## config.mk

```make
export PLATFORM = sky130hd
export DESIGN_NAME = fifo_input_buffer
export DESIGN_NICKNAME = d
export VERILOG_FILES = /design/src/rtl/fifo_input_buffer.sv
export SDC_FILE = /design/constraint.sdc
export NUM_CORES = 1
export LEC_CHECK = 0
export BUFFER_PORTS_ARGS = -buffer_cell sky130_fd_sc_hd__clkbuf_2
export CAP_MARGIN = 20
export CELL_PAD_IN_SITES_DETAIL_PLACEMENT = 1
export CELL_PAD_IN_SITES_GLOBAL_PLACEMENT = 2
export CORE_AREA = 2 2 130 132
export CTS_BUF_LIST = sky130_fd_sc_hd__clkbuf_4
export DETAILED_ROUTE_END_ITERATION = 6
export DIE_AREA = 0 0 132 134
export GPL_ROUTABILITY_DRIVEN = 1
export HOLD_SLACK_MARGIN = 0.02
export PLACE_DENSITY = 0.69
export SETUP_SLACK_MARGIN = 0.4
export SLEW_MARGIN = 0
export SYNTH_ARGS = -nofsm -noshare
export SYNTH_HDL_FRONTEND = slang
export SYNTH_SLANG_ARGS = --single-unit
```

## constraint.sdc

```tcl
create_clock -name clk -period 2.3 [get_ports clk]
set_input_delay 0 -clock clk [delete_from_list [all_inputs] [get_ports clk]]
set_output_delay 0 -clock clk [all_outputs]
set_load 0.1 [all_outputs]
```

## src/rtl/fifo_input_buffer.sv

```systemverilog
// Per-input-port flit FIFO in front of the LBDR routing stage: first-word-fall-through head
// with decoded flit_id/dst_addr, one credit returned upstream per flit read out.
module fifo_input_buffer #(
  parameter int DATA_WIDTH = 32,
  parameter int DEPTH      = 4,
  parameter int PTR_W      = 2
) (
  input  logic                  clk,
  input  logic                  rst,
  input  logic                  wr_en,
  input  logic [DATA_WIDTH-1:0] data_in,
  input  logic                  rd_en,
  output logic [DATA_WIDTH-1:0] data_out,
  output logic [2:0]            flit_id,
  output logic [3:0]            dst_addr,
  output logic                  empty,
  output logic                  full,
  output logic [PTR_W:0]        count,
  output logic                  credit_out,
  output logic                  overflow
);

  localparam logic [2:0]     HEADER     = 3'b001;
  localparam logic [PTR_W:0] FULL_COUNT = (PTR_W + 1)'(DEPTH);

  logic [DATA_WIDTH-1:0] mem [DEPTH];
  logic [PTR_W-1:0]      rd_ptr;
  logic [PTR_W-1:0]      wr_ptr;
  logic [3:0]            hdr_dst;
  logic                  rd_acc;
  logic                  wr_acc;

  assign empty = (count == '0);
  assign full  = (count == FULL_COUNT);

  // A read frees a slot on the same edge, so a full FIFO still accepts a write alongside a pop.
  assign rd_acc = rd_en && !empty;
  assign wr_acc = wr_en && (!full || rd_acc);

  assign data_out = empty ? '0 : mem[rd_ptr];
  assign flit_id  = data_out[DATA_WIDTH-1 -: 3];
  assign dst_addr = (flit_id == HEADER) ? data_out[3:0] : hdr_dst;

  // NOTE: the flit storage has no reset; empty masks stale entries, and leaving it unreset
  // lets it map onto plain RAM/register-file cells without a reset network.
  always_ff @(posedge clk) begin
    if (wr_acc) mem[wr_ptr] <= data_in;
  end

  // NOTE: all state uses non-blocking assignments so every register samples pre-edge values.
  always_ff @(posedge clk or posedge rst) begin
    if (rst) begin
      rd_ptr     <= '0;
      wr_ptr     <= '0;
      count      <= '0;
      credit_out <= 1'b0;
      overflow   <= 1'b0;
      hdr_dst    <= '0;
    end else begin
      credit_out <= rd_acc;
      if (wr_acc) wr_ptr <= wr_ptr + 1'b1;
      if (rd_acc) rd_ptr <= rd_ptr + 1'b1;
      if (wr_en && full && !rd_acc) overflow <= 1'b1;
      // Payload and tail flits inherit the destination of the header popped ahead of them.
      if (rd_acc && flit_id == HEADER) hdr_dst <= data_out[3:0];
      case ({wr_acc, rd_acc})
        2'b10:   count <= count + 1'b1;
        2'b01:   count <= count - 1'b1;
        default: count <= count;
      endcase
    end
  end

endmodule

```

# Word-level counts from Yosys, hierarchy flattened
# Memory sizes are Yosys's and may differ from the RTL's.
# Index checks and enable logic that the tools add are counted.
dict set report word_totals {
  reg_bits 13
  ramBits 128
  elab_cells 31
  n_memories 1
}
dict set report classes {
  addsub 4
  n_eq_ne 4
  mux 5
  n_reduce_logical 11
}
# name words width rd rd_clocked_by_memory_dff wr line
set mem_list {}
lappend mem_list {mem 4 32 1 0 1 26} ;# logic [DATA_WIDTH-1:0] mem [DEPTH];
# op count
set ops {}
lappend ops {{2-to-1 mux 32 bit} 1}
lappend ops {{one-hot mux 3 bit (2 select lines)} 1}
lappend ops {{logical AND 1 bit} 5}
lappend ops {{adder 2 x 1 -> 2 bit (second input constant)} 2}
lappend ops {{2-to-1 mux 4 bit} 1}
lappend ops {{adder 3 x 1 -> 3 bit (second input constant)} 1}
lappend ops {{equality test 3 x 1 -> 1 bit (second input constant)} 1}
lappend ops {{equality test 3 bit (second input constant)} 1}
lappend ops {{zero test 1 bit} 3}
lappend ops {{zero test 3 bit} 1}
lappend ops {{subtractor 3 x 1 -> 3 bit (second input constant)} 1}
lappend ops {{equality test 2 x 1 -> 1 bit (second input constant)} 1}
lappend ops {{equality test 2 bit (second input constant)} 1}
lappend ops {{2-to-1 mux 1 bit} 2}
lappend ops {{nonzero test 2 bit} 1}
lappend ops {{logical OR 1 bit} 1}

# Depth between registers and ports, before layout
dict set report logic_depth {
  depth_word 7
  mapped_depth 9
  depth_no_buf 8
}

# Worst setup path before layout
# OpenSTA, ideal clock, no wires.
dict set report synth_timing {
  path_kind {register -> output}
  start {register count[0]}
  end {output flit_id[1]}
  arrival_time_ns 4.110
  setup_slack_ns -1.810
  stages_incl_launch_ff 6
  n_path_buf 3
  cell_sequence {dfrtp_1 -> clkbuf_1 -> nor3_4 -> clkbuf_1 -> nor2b_1 -> buf_4}
}
dict set report synth_via {
  elab_chain_len 2
}
# element line
set synth_lines {}
lappend synth_lines {{from (decl)} 18} ;# output logic [PTR_W:0] count,
lappend synth_lines {{from (signal assigned)} 67} ;# 2'b10: count <= count + 1'b1;
lappend synth_lines {{from (signal assigned)} 68} ;# 2'b01: count <= count - 1'b1;
lappend synth_lines {{from (signal assigned)} 69} ;# default: count <= count;
lappend synth_lines {{zero test 3 bit} 33} ;# assign empty = (count == '0);
lappend synth_lines {{named net empty} 16} ;# output logic empty,
lappend synth_lines {{2-to-1 mux 32 bit} 40} ;# assign data_out = empty ? '0 : mem[rd_ptr];
lappend synth_lines {{to (decl)} 14} ;# output logic [2:0] flit_id,
# The timed path passes the listed nets, and every way through them passes these cells.

# Final worst setup path
dict set report layout_timing {
  start {register rd_ptr[0]}
  end {output dst_addr[1]}
}
dict set report layout_via {
  elab_chain_len 4
}
# element line
set layout_lines {}
lappend layout_lines {{from (decl)} 27} ;# logic [PTR_W-1:0] rd_ptr;
lappend layout_lines {{from (signal assigned)} 62} ;# if (rd_acc) rd_ptr <= rd_ptr + 1'b1;
lappend layout_lines {{memory read (4 x 32 bit) (*)} --}
lappend layout_lines {{2-to-1 mux 32 bit (*)} 40}
lappend layout_lines {{equality test 3 x 1 -> 1 bit} 42} ;# assign dst_addr = (flit_id == HEADER) ? data_out[3:0] : hdr_dst;
lappend layout_lines {{2-to-1 mux 4 bit (*)} 42}
lappend layout_lines {{to (decl)} 15} ;# output logic [3:0] dst_addr,
# Mark *: on every way between the ends. The rest lies on a longest branch, timed or not.

==> impl_metrics.env <==
export IMPL_top_usage_layer="met2"
export IMPL_antenna_left=0
export IMPL_overflow=0
export IMPL_placed_area_um2=7017
export IMPL_cp_data_arrival_time_ns=2.47
export IMPL_path_buf_inv=1
export IMPL_dp_hpwl_um=7865
export IMPL_final_area_um2=8553
export IMPL_synth_top_area_share_pct=68.36
export IMPL_cts_clk_slew_worst_paths_ns=0.12
export IMPL_ys_seq_area_share_pct=74.14
export IMPL_initial_core_util_pct=34.52
export IMPL_drv_cap=0
export IMPL_finClkSkew_ns=0.02200
export IMPL_remaining_drc_errors=0
export IMPL_synth_seq_cells=141
export IMPL_met3_usage_pct=3.741
export IMPL_crit_family="multiplexers"
export IMPL_insertion_delay_ns=0.54
export IMPL_hold_viol_final=0
export IMPL_nNetsFinal=487
export IMPL_slowest_stage="mux4_2"
export IMPL_die_area_um2=17690
export IMPL_die_height_um=134
export IMPL_drt_first_pass_iters=4
export IMPL_portBuffers=81
export IMPL_crit_path_cell_trace="mux4_2 -> nand2b_4 -> nor3_4 -> mux2_4 -> buf_12"
export IMPL_drt_wl_total_um=12930
export IMPL_root_buffer="clkbuf_4"
export IMPL_cts_sinks=141
export IMPL_final_cell_mix="edfxtp_1 (128), clkbuf_2 (40), dlygate4sd3_1 (37), mux4_2 (32), nor2b_4 (32)"
export IMPL_crit_path_start_kind="register"
export IMPL_numCtsBuffers=17
export IMPL_syn_cell_area_um2=5623
export IMPL_syn_nets=313
export IMPL_status="complete, but fails checks"
export IMPL_clk_path_buf_depth=2
export IMPL_grt_util_met1_pct=19.24
export IMPL_viasPerCell=4.591
export IMPL_min_path_type="input port to register"
export IMPL_slew_viol_final=0
export IMPL_cts_tree="yes"
export IMPL_fin_crit_sh_pct=107.5
export IMPL_yosys_warnings=0
export IMPL_area_growth_pct=52.11
export IMPL_setup_viol=4
export IMPL_htreeDepth=4
export IMPL_grt_max_degree=24
export IMPL_grt_pass1_vias=3492
export IMPL_rows=47
export IMPL_setup_worst_path_end_class="primary output"
export IMPL_fillerInstances=1489
export IMPL_period_minus_slack_ns=2.473
export IMPL_synth_largest_area_cell="edfxtp_1"
export IMPL_wl_per_cell_um=19.02
export IMPL_cp_data_required_time_ns=2.30
export IMPL_synth_area_per_cell_um2=20.67
export IMPL_grt_first_pass_wirelength_um=20200
export IMPL_tightest_slew_ns=0.5792
export IMPL_grt_use_total_pct=15.59
export IMPL_synthCells=272
export IMPL_drive_gt1_share_pct=54.68
export IMPL_layout_cells_most_common="edfxtp_1"
export IMPL_slowest_delay_ns=0.52
export IMPL_core_area_um2=16290
export IMPL_violations="setup timing"
export IMPL_max_freq_mhz=404.3
export IMPL_grtUsageMet2_pct=26.30
export IMPL_vias=3122
export IMPL_fin_ws_ns=-0.1734
export IMPL_dr_first_iter_drc_count=172
export IMPL_relSlewSlack_pct=61.35
export IMPL_synth_cell_types=29
export IMPL_gp_congestion=0.6731
export IMPL_io_pins=82
export IMPL_crit_path_max_fanout=4
export IMPL_criticalPathCategory="register to primary output"
export IMPL_fp_dieW_um=132
export IMPL_grt_setup_unrepaired="true"
export IMPL_antenna_found_initial=1
export IMPL_netlist_top_cells_area="edfxtp_1 (68%), mux4_2 (12%), dfrtp_1 (5.8%)"
## state kept, by name, indices dropped and copies added (netlist names)
signal	cells
rd_ptr	2
count	3
credit_out	1
mem	128
hdr_dst	4
overflow	1
wr_ptr	2
## synthesized netlist by cell type
cell type and number:
a21o_1 1, a21oi_1 1, a22oi_1 2, a31oi_1 1
and2_1 4, and3_1 1, buf_2 3, buf_4 5
buf_6 1, clkbuf_1 7, dfrtp_1 13, edfxtp_1 128
fa_1 1, ha_1 4, inv_1 7, mux2_2 8
mux4_1 2, mux4_2 30, nand2_1 2, nand2b_4 1
nor2_1 2, nor2b_1 33, nor3_4 3, nor4b_1 1
o21ai_0 2, o21bai_1 1, o31ai_2 1, xnor2_1 5
xor2_1 2
## metrics by stage
step	instances	TNS [ns]	hold slack [ns]	util, %	worst slack (ns)
floorplan	272	0	-0.1231	-	0.02427
global placement	577	0	0.07424	43.08	0.3125
detailed placement	577	0	0.07257	43.08	0.2840
CTS	663	-1.560	0.1400	51.39	-0.2440
global route	680	-2.368	0.1913	52.51	-0.3069
finish	680	-0.6776	0.2214	52.51	-0.1734
## layout make-up
| cell class | instances | area, µm² | share of cell area (%) |
|---|---|---|---|
| sequential | 141 | 4180 | 48.87 |
| timing repair buffer | 171 | 2147 | 25.10 |
| multi-input combinational | 108 | 1635 | 19.12 |
| tap | 220 | 275.3 | 3.218 |
| clock inverter | 14 | 151.4 | 1.770 |
| clock buffer | 18 | 135.1 | 1.580 |
| inverter | 7 | 26.28 | 0.3072 |
| antenna | 1 | 2.502 | 0.02926 |
## layer usage
layer	vias to the layer above	share of wire (%)	routed length, µm
li1	1424	-	-
met1	1598	42	5488
met2	85	52	6753
met3	15	3.9	503
met4	0	1.4	186
met5	-	0	0
## worst paths after layout
kind	from	endpoint	slack, ns	depth (start not counted)
worst max-delay path	rd_ptr[0]$_DFFE_PP0N_	dst_addr[1]	-0.17	5
worst min-delay path	data_in[17]	mem[0][17]$_DFFE_PP_	0.22	2
worst max register to register	count[2]$_DFFE_PP0P_	count[1]$_DFFE_PP0P_	0.18	9
worst min register to register	hdr_dst[2]$_DFFE_PP0P_	hdr_dst[2]$_DFFE_PP0P_	0.52	1
max in group asynchronous	rst	count[2]$_DFFE_PP0P_	1.29	4
min in group asynchronous	rst	count[0]$_DFFE_PP0P_	0.59	4
## cells by family (layout without fill, tap and decap cells)
logic type | count (synthesis) | count (layout) | share of synthesized area [%]
muxes | 40 | 40 | 14.55
and+or+nand+nor | 47 | 47 | 5.763
xor gates and xnor gates | 7 | 7 | 1.090
AOI/OAI and AO/OA | 9 | 9 | 1.135
other | 0 | 1 | 0
adders and majority gates | 5 | 5 | 1.246
DFF | 141 | 141 | 74.14
buffers and inverters | 23 | 210 | 2.070
## what timing repair did
| action | 4_1_cts | 5_1_grt |
|---|---|---|
| hold buffers | 37 | 0 |
| setup endpoints to repair | 154 | 50 |
| gates resized for setup | 92 | 12 |
| buffers inserted | 15 | 15 |
| gates cloned | 2 | 1 |
| pin swaps | 3 | 6 |
| endpoints found under the hold margin | 147 | 0 |
Power is left out: the tool's default activity adds up to more than one toggle a clock period on the data nets, which glitch-free logic cannot reach.
